==> src/rtl/nor_fanout_pkg.sv <==
// Shared types and helpers for the NOR fanout pulse tester.
`default_nettype none

package nor_fanout_pkg;

   typedef enum logic [2:0] {
      IDLE  = 3'd0,
      HIGH  = 3'd1,
      LOW   = 3'd2,
      DRAIN = 3'd3,
      DONE  = 3'd4
   } state_t;

   // An odd total inversion count flips the leaf relative to the stimulus.
   function automatic logic pol(input int stem, input int branch);
      return ((stem + branch) % 2) == 1;
   endfunction

endpackage

`default_nettype wire

==> src/rtl/NOR2_X1.sv <==
// Behavioural model of the NOR2_X1 standard cell.
`default_nettype none

module NOR2_X1 (
   input  logic A1,
   input  logic A2,
   output logic ZN
);

   assign ZN = ~(A1 | A2);

endmodule

`default_nettype wire

==> src/rtl/nor_chain.sv <==
// Chain of DEPTH NOR2_X1 stages with A2 tied low, acting as inverters.
`default_nettype none

module nor_chain #(
   parameter int DEPTH = 4
) (
   input  logic in,
   output logic out
);

   for (genvar k = 0; k < DEPTH; k++) begin : g_stage
      logic w_a;
      logic w_z;
      if (k == 0) begin : g_first
         assign w_a = in;
      end else begin : g_next
         assign w_a = g_stage[k-1].w_z;
      end
      NOR2_X1 u_nor (
         .A1 (w_a),
         .A2 (1'b0),
         .ZN (w_z)
      );
   end

   assign out = g_stage[DEPTH-1].w_z;

endmodule

`default_nettype wire

==> src/rtl/nor_fanout_pulse_tester.sv <==
// Pulse-train harness: drives a NOR stem/branch tree and counts surviving pulses per leaf.
`default_nettype none

module nor_fanout_pulse_tester
   import nor_fanout_pkg::*;
#(
   parameter int STEM_DEPTH   = 6,
   parameter int BRANCHES     = 4,
   parameter int BRANCH_DEPTH = 4,
   parameter int PW_W         = 8,
   parameter int NP_W         = 8,
   parameter int CNT_W        = 16,
   parameter int DRAIN_CYC    = 8
) (
   input  logic                      clk,
   input  logic                      rst,
   input  logic                      start,
   input  logic [PW_W-1:0]           pulse_width,
   input  logic [PW_W-1:0]           gap_width,
   input  logic [NP_W-1:0]           num_pulses,
   output logic                      busy,
   output logic                      done,
   output logic [BRANCHES*CNT_W-1:0] branch_cnt,
   output logic [BRANCHES-1:0]       mismatch,
   output logic [BRANCHES-1:0]       leaf
);

   localparam logic            POL     = pol(STEM_DEPTH, BRANCH_DEPTH);
   localparam int              DR_W    = $clog2(DRAIN_CYC + 1);
   localparam logic [DR_W-1:0] DR_LAST = DR_W'(DRAIN_CYC - 1);

   state_t                          r_state;
   state_t                          w_next;
   logic [PW_W-1:0]                 r_pw;
   logic [PW_W-1:0]                 r_gap;
   logic [NP_W-1:0]                 r_np;
   logic [PW_W-1:0]                 r_phase;
   logic [DR_W-1:0]                 r_drain;
   logic [NP_W:0]                   r_sent;
   logic                            r_stim;
   logic                            r_busy;
   logic                            r_done;
   logic [BRANCHES-1:0]             r_sync1;
   logic [BRANCHES-1:0]             r_sync2;
   logic [BRANCHES-1:0]             r_sync3;
   logic [BRANCHES-1:0]             r_mismatch;
   logic [BRANCHES-1:0][CNT_W-1:0]  r_cnt;

   logic                            w_stem;
   logic [BRANCHES-1:0]             w_leaf;
   logic [BRANCHES-1:0]             w_rise;
   logic [PW_W-1:0]                 w_pw_last;
   logic [PW_W-1:0]                 w_gap_last;
   logic                            w_accept;

   // ---------------- device under measurement ----------------
   nor_chain #(.DEPTH(STEM_DEPTH)) u_stem (
      .in  (r_stim),
      .out (w_stem)
   );

   for (genvar b = 0; b < BRANCHES; b++) begin : g_branch
      logic w_leaf_bit;
      nor_chain #(.DEPTH(BRANCH_DEPTH)) u_branch (
         .in  (w_stem),
         .out (w_leaf_bit)
      );
      assign w_leaf[b] = w_leaf_bit;
   end

   // ---------------- sequencing ----------------
   // Zero-length phases are clamped to one cycle.
   assign w_pw_last  = (r_pw  == '0) ? '0 : r_pw  - 1'b1;
   assign w_gap_last = (r_gap == '0) ? '0 : r_gap - 1'b1;
   assign w_accept   = (r_state == IDLE) && start;

   always_comb begin
      w_next = r_state;
      case (r_state)
         IDLE:    if (start) w_next = (num_pulses == '0) ? DRAIN : HIGH;
         HIGH:    if (r_phase == w_pw_last) w_next = LOW;
         LOW:     if (r_phase == w_gap_last)
                     w_next = (r_sent < {1'b0, r_np}) ? HIGH : DRAIN;
         DRAIN:   if (r_drain == DR_LAST) w_next = DONE;
         DONE:    w_next = IDLE;
         default: w_next = IDLE;
      endcase
   end

   always_ff @(posedge clk or posedge rst) begin
      if (rst) begin
         r_state <= IDLE;
         r_pw    <= '0;
         r_gap   <= '0;
         r_np    <= '0;
         r_phase <= '0;
         r_drain <= '0;
         r_sent  <= '0;
         r_stim  <= 1'b0;
         r_busy  <= 1'b0;
         r_done  <= 1'b0;
      end else begin
         r_state <= w_next;
         r_stim  <= (w_next == HIGH);
         r_busy  <= (w_next == HIGH) || (w_next == LOW) || (w_next == DRAIN);
         r_done  <= (w_next == DONE);
         if (w_accept) begin
            r_pw  <= pulse_width;
            r_gap <= gap_width;
            r_np  <= num_pulses;
         end
         if ((w_next == r_state) && ((r_state == HIGH) || (r_state == LOW)))
            r_phase <= r_phase + 1'b1;
         else
            r_phase <= '0;
         if ((r_state == DRAIN) && (w_next == DRAIN))
            r_drain <= r_drain + 1'b1;
         else
            r_drain <= '0;
         if (w_accept)
            r_sent <= '0;
         else if ((r_state == HIGH) && (w_next == LOW))
            r_sent <= r_sent + 1'b1;
      end
   end

   // ---------------- measurement ----------------
   always_ff @(posedge clk or posedge rst) begin
      if (rst) begin
         r_sync1 <= '0;
         r_sync2 <= '0;
         r_sync3 <= '0;
      end else begin
         r_sync1 <= w_leaf ^ {BRANCHES{POL}};
         r_sync2 <= r_sync1;
         r_sync3 <= r_sync2;
      end
   end

   assign w_rise = r_sync2 & ~r_sync3;

   always_ff @(posedge clk or posedge rst) begin
      if (rst) begin
         r_cnt      <= '0;
         r_mismatch <= '0;
      end else if (w_accept) begin
         r_cnt      <= '0;
         r_mismatch <= '0;
      end else begin
         for (int i = 0; i < BRANCHES; i++) begin
            if (r_busy && w_rise[i] && (r_cnt[i] != {CNT_W{1'b1}}))
               r_cnt[i] <= r_cnt[i] + 1'b1;
         end
         // Evaluated on entry to DONE so mismatch is valid alongside done.
         if ((r_state == DRAIN) && (w_next == DONE)) begin
            for (int i = 0; i < BRANCHES; i++)
               r_mismatch[i] <= (r_cnt[i] != CNT_W'(r_np));
         end
      end
   end

   assign busy       = r_busy;
   assign done       = r_done;
   assign branch_cnt = r_cnt;
   assign mismatch   = r_mismatch;
   assign leaf       = w_leaf;

endmodule

`default_nettype wire

==> config.mk <==
export PLATFORM = sky130hd
export DESIGN_NAME = nor_fanout_pulse_tester
export DESIGN_NICKNAME = d
export VERILOG_FILES = /design/src/rtl/nor_fanout_pkg.sv /design/src/rtl/NOR2_X1.sv /design/src/rtl/nor_chain.sv /design/src/rtl/nor_fanout_pulse_tester.sv
export SDC_FILE = /design/constraint.sdc
export NUM_CORES = 1
export LEC_CHECK = 0
export CAP_MARGIN = 20
export CORE_AREA = 3 3 116 118
export DETAILED_ROUTE_END_ITERATION = 12
export DIE_AREA = 0 0 119 121
export PLACE_DENSITY = 0.85
export SYNTH_ARGS = -nofsm -noshare
export SYNTH_HDL_FRONTEND = slang
export SYNTH_SLANG_ARGS = --single-unit
==> constraint.sdc <==
create_clock -name clk -period 6.66 [get_ports clk]
set_input_delay 1.332 -clock clk [delete_from_list [all_inputs] [get_ports clk]]
set_output_delay 1.332 -clock clk [all_outputs]
set_load 0.1 [all_outputs]
* After elaboration in Yosys (flattened, before gate mapping)
Cells that the tools add are included.
** Operators by class
- $add $sub $neg :: 9
- Order comparisons :: 1
- Equal/unequal tests :: 19
- Reductions and logical operators :: 26
- Bitwise gates (word level) :: 2
- Multiplexer cells :: 20
** Operator list (number)
- 16-bit by 1-bit adder with 16-bit output, second input constant :: 4
- 16-bit two-way mux :: 4
- 64-bit two-way mux :: 1
- 16-bit != test, second input constant :: 4
- 16-bit by 8-bit != test with 1-bit output :: 4
- 8-bit logical NOT :: 3
- 8-bit two-way mux :: 3
- 9-bit two-way mux :: 2
- 8-bit equality test :: 2
- 8-bit by 1-bit subtractor with 8-bit output, second input constant :: 2
- 1-bit logical AND :: 13
- 3-bit by 2-bit equality test with 1-bit output, second input constant :: 4
- 3-bit two-way mux :: 4
- 4-bit two-way mux :: 3
- 3-bit one-hot mux with 4 select lines :: 1
- 2-bit nonzero test :: 6
- 9-bit by 1-bit adder with 9-bit output, second input constant :: 1
- 9-bit by 8-bit < comparator with 1-bit output :: 1
- 8-bit by 1-bit adder with 8-bit output, second input constant :: 1
- 3-bit by 1-bit equality test with 1-bit output, second input constant :: 2
- 4-bit by 1-bit adder with 4-bit output, second input constant :: 1
- 4-bit AND :: 1
- 4-bit by 3-bit equality test with 1-bit output, second input constant :: 1
- 2-bit two-way mux :: 2
- 5 further kinds :: 7
** Word-level totals
- Output and inout bits :: 74
- Register bits after elaboration :: 122
- Input port bits :: 27

* Longest topological paths before layout
- Depth after elaboration :: 9
- Gate-level depth with buffers :: 11
- Depth with buffers taken out :: 9

* Hierarchy
From an unflattened synthesis, not the netlist that was laid out.
** Second synthesis, totals
- Cells, all modules :: 816
- Area, all modules :: 7340.8 µm²
** By module, submodules not included
- nor_fanout_pulse_tester :: area an instance 7239.4 µm², cells an instance 789, instances 1
- NOR2_X1 :: area an instance 3.8 µm², cells an instance 1, instances 22
- nor_chain :: area an instance 3.8 µm², cells an instance 1, instances 5

* Worst setup path before layout
No wires, ideal clock.
- Kind :: register to register
- Start :: register r_pw[2]
- End :: register r_sent[6]
- Setup slack :: 3.696 ns
- Arrival time :: 2.886 ns
- Setup time :: 0.078 ns
- Stages on the path, launching flop included :: 11
- Buffers on the path :: 3
- Cells stage by stage :: dfrtp_1 buf_6 or4_4 or3_1 buf_2 or3_1 a32oi_1 nand4_1 buf_2 or4_1 a21oi_1
** Between the ends
- Word-level cells in the longest chain between the ends :: 8
** RTL lines
- start: declaration :: line nor_fanout_pulse_tester.sv:34 : logic [PW_W-1:0] r_pw;
- start signal: assignment :: line nor_fanout_pulse_tester.sv:108 : r_pw <= pulse_width;
- 8-bit by 1-bit subtractor with 8-bit output or 8-bit logical NOT (tied branches) :: line nor_fanout_pulse_tester.sv:73 : assign w_pw_last = (r_pw == '0) ? '0 : r_pw - 1'b1;
- 8-bit two-way mux * :: line nor_fanout_pulse_tester.sv:73
- 8-bit equality test * :: line nor_fanout_pulse_tester.sv:81 : HIGH: if (r_phase == w_pw_last) w_next = LOW;
- 3-bit two-way mux * :: line nor_fanout_pulse_tester.sv:81
- 3-bit one-hot mux with 4 select lines * :: line nor_fanout_pulse_tester.sv:79 : case (r_state)
- 3-bit by 2-bit equality test with 1-bit output * :: line nor_fanout_pulse_tester.sv:122 : else if ((r_state == HIGH) && (w_next == LOW))
- 1-bit logical AND * :: line nor_fanout_pulse_tester.sv:122
- 2-bit nonzero test (no source line) *
- end signal: assignment :: line nor_fanout_pulse_tester.sv:123 : r_sent <= r_sent + 1'b1;
- end: declaration :: line nor_fanout_pulse_tester.sv:39 : logic [NP_W:0] r_sent;
Every way passes the cells marked *; elsewhere a longest branch is shown, timed or not.
A chain may end at the register's enable or synchronous reset.

* Worst setup path in the final report
- Start :: register r_pw[2]
- End :: register r_sent[3]
Same word-level chain as after synthesis.

==> impl_table.tex <==
\begin{tabular}{lr}
\hline
Metric & Value \\
\hline
\multicolumn{2}{l}{\textbf{Logic synthesis}} \\
Post-synthesis instance area & 6880 sq um \\
Largest family of logic cells by synthesized area & simple AND/OR/NAND/NOR gates \\
Synthesized instance count & 757 \\
Average instance area after synthesis & 9.09 sq um \\
Complex-gate fraction of the synthesized area & 9.45\% \\
Proportion of synthesized area in mux cells & 0.872\% \\
Xor/xnor cell area share of the yosys netlist & 13.0\% \\
Number of nets produced by synthesis & 800 \\
Area share of fa/ha/maj cells after synthesis & 2.91\% \\
Predominant post-synthesis flop cell & dfrtp\_1 \\
Post-synth EDFFs & 0 \\
Register area share after synthesis & 44.3\% \\
Warnings, synthesis & 0 \\
Yosys cell types & 58 \\
Area share of and/or/nand/nor cells after synthesis & 25.4\% \\
Fraction of registers with async set or reset after synthesis & 100\% \\
Number of synthesized register bits & 122 \\
\multicolumn{2}{l}{\textbf{Cells and area}} \\
Area Overhead vs Synth & 23.6\% \\
Final core utilization & 67.7\% \\
Proportion of layout cells with a drive suffix above 1 & 4.84\% \\
Nets & 877 \\
Count of inserted antenna diode cells & 0 \\
\multicolumn{2}{l}{\textbf{Floorplanning}} \\
Floorplan row count & 41 \\
Starting density of the core & 54.8\% \\
Floorplan die height & 121 um \\
Total I/O pin count & 101 \\
Die Outline Area & 14400 sq um \\
Horizontal die dimension & 119 um \\
Total core area & 12600 sq um \\
\multicolumn{2}{l}{\textbf{STA}} \\
Period utilisation layout & 56.5\% \\
Layout Skew & 0.00718 ns \\
Total count of hold-check failures in the final report & 0 \\
Setup repair after global routing missed its margin & false \\
Actual transition at the worst max-transition pin & 1.08 ns \\
Achievable frequency & 266 MHz \\
Final Max Slew Viols & 0 \\
Final critical path time including I/O delays and setup & 3.77 ns \\
Final setup violation count & 0 \\
Total negative slack & 0 ns \\
Slew Limit Headroom & 28.0\% \\
\multicolumn{2}{l}{\textbf{Drt}} \\
Number of violations reported at the end of detailed-routing iteration 0 & 314 \\
Final routed DRC violation total & 0 \\
Post-route ant nets & 0 \\
1st-pass router iterations & 6 \\
WL per Instance & 16.7 um \\
Routed WL & 17000 um \\
Number of vias per cell & 5.72 \\
Number of vias in the routed layout & 5832 \\
\multicolumn{2}{l}{\textbf{Setup path}} \\
Required arrival time at the worst endpoint & 6.99 ns \\
Most common cell on crit path & or3\_1 \\
Critical Path, Cell by Cell & or4\_4 -> or3\_1 -> or3\_1 -> a32oi\_1 -> nand4\_1 -> or4\_1 -> a21oi\_1 \\
Nature of the critical path startpoint & flop \\
Top delay family on crit path & simple AND/OR/NAND/NOR gates \\
Slowest-stage cell, CP & or4\_1 \\
Arrival @ worst endpoint & 4.09 ns \\
CP Class & flop to flop \\
Longest individual stage delay on the worst path & 0.73 ns \\
Kind of end point of the critical path & flop \\
Max Fanout on Critical Path & 20 \\
Buf/Inv on CP & 0 \\
\multicolumn{2}{l}{\textbf{Clock network}} \\
Post-cts gate resize count & 0 \\
Clock tree from TritonCTS & done \\
Clock transition at the registers of the reported paths & 0.05 ns \\
Maximum clock insertion buffer count & 2 \\
Setup repair bufs after CTS & 0 \\
Buffer cell driving the clock tree root & clkbuf\_16 \\
Clock latency reported for the late side of the worst-skew pair & 0.42 ns \\
Num CTS Buffers & 17 \\
Clock sink count & 122 \\
Number of H-tree levels & 4 \\
CTS Hold Buffers Added & 0 \\
\multicolumn{2}{l}{\textbf{Power and ir drop}} \\
Static Leakage & 0.00362 uW \\
Power per Cell Area & 556 nW/um\^{}2 \\
VDD IR max & 0.000405 V \\
Total power & 4730 uW \\
\multicolumn{2}{l}{\textbf{Outcome}} \\
Run status & completed \\
\multicolumn{2}{l}{\textbf{Min path}} \\
Worst hold path type & flop to flop \\
\multicolumn{2}{l}{\textbf{Flow run}} \\
Max-capacitance violation count & 0 \\
\multicolumn{2}{l}{\textbf{Global route}} \\
Largest net degree at the start of global routing & 111 \\
Vias in the first global route & 5697 \\
Global-route wire length before repair & 28300 um \\
Total Routing Usage GR & 24.5\% \\
Initial antenna violation count & 0 \\
Leftover overflow at the end of global routing & 0 \\
\multicolumn{2}{l}{\textbf{Place}} \\
Placer's final routability congestion estimate & 0.892 \\
HPWL after detailed placement & 11500 um \\
Number of buffer cells added on primary ports & 100 \\
\hline
\end{tabular}
-- cell usage after synthesis (all sizes together) (4+ instances only) --
cell type / n / area share [%]
buf: 10 / 0.91
ha: 16 / 2.9
xor2: 59 / 7.5
or3: 21 / 1.9
and4: 9 / 1.1
nor2: 73 / 4.0
nand3b: 6 / 0.65
nand2b: 7 / 0.64
mux2i: 6 / 0.87
and3: 14 / 1.3
nand3: 41 / 3.0
inv: 23 / 1.3
a21oi: 22 / 1.6
clkbuf: 35 / 1.9
nor2b: 4 / 0.36
o31ai: 11 / 1.2
o21ai: 37 / 2.7
nor3: 16 / 1.2
nor4: 17 / 1.5
o21a: 4 / 0.44
nand4: 19 / 1.7
xnor2: 43 / 5.5
nand2: 83 / 4.5
or4: 9 / 1.0
and2: 5 / 0.45
nor3b: 8 / 0.87
dfrtp: 122 / 44
-- layout make-up --
type | count | area [sq um]
Fill cell | 979 | 4060
Multi-Input combinational cell | 567 | 3560
Sequential cell | 122 | 3050
Timing Repair Buffer | 103 | 1020
Clock buffer | 24 | 482
Tap cell | 172 | 215
Clock inverter | 8 | 92.6
Inverter | 23 | 88.8
-- worst paths after layout --
path / startpoint / slack, ns / to / depth (start not counted)
max: r_pw[2] / 2.89 / r_sent[3] / 7
min: r_sync1[0] / 0.35 / r_sync2[0] / 0
max reg2reg: r_pw[2] / 2.89 / r_sent[3] / 7
min reg2reg: r_sync1[0] / 0.35 / r_sync2[0] / 0
max in group asynchronous: rst / 4.01 / branch_cnt[35] / 3
min in group asynchronous: rst / 1.44 / r_gap[7] / 2
-- layout by cell type (no fill, tap or decap), types with 22 or more instances in the layout --
cell / instances
inv_1: 22
xnor2_1: 43
a21oi_1: 22
nor2_1: 73
nand2_1: 83
nand3_1: 41
clkdlybuf4s50_1: 100
dfrtp_1: 122
xor2_1: 59
o21ai_0: 34
-- stage by stage --
| stage | worst slack [ns] | hold WS (ns) | std cells | cell area (sq um) |
|---|---|---|---|---|
| 2_1_floorplan | 2.09 | 0.331 | 757 | 6880 |
| 3_3_place_gp | 3.12 | 0.333 | 986 | 7930 |
| 3_5_place_dp | 3.01 | 0.335 | 986 | 7930 |
| 4_1_cts | 2.93 | 0.346 | 1018 | 8500 |
| 5_1_grt | 2.63 | 0.368 | 1019 | 8510 |
| 6_report | 2.89 | 0.345 | 1019 | 8510 |
-- power breakdown --
part	switching, uW	internal (uW)
sequential	435	987
combinational	1660	756
clock	319	576
-- cells by family after synthesis --
group / after synthesis
adders and majority gates: 16
and+or+nand+nor: 341
muxes: 6
AOI/OAI and AO/OA: 102
buffers and inverters: 68
DFF: 122
xor gates and xnor gates: 102
-- worst register-to-register path, delay by kind of cell (launching register included) --
family / cells / cell delay (ns)
AOI/OAI and AO/OA: 2 / 0.43
DFF: 1 / 0.47
and+or+nand+nor: 5 / 2.78
-- sequential cells by signal, summed over array words and instances, names as in the netlist, 3 cells and up --
name        cells
r_drain         4
r_state         3
mismatch        4
r_pw            8
r_sent          9
r_np            8
r_gap           8
branch_cnt     64
r_phase         8
-- per-layer routing --
layer / share of wire [%] / global-route usage (%) / wire length (um) / up-vias
met5: 0 / 0 / 0 / -
met4: 3.2 / 11.3 / 538 / 0
met3: 4.8 / 5.78 / 813 / 44
met2: 46 / 37.9 / 7870 / 164
met1: 46 / 32.7 / 7770 / 2834
li1: - / - / - / 2790
Note: power is estimated with default switching activity, not from simulation.
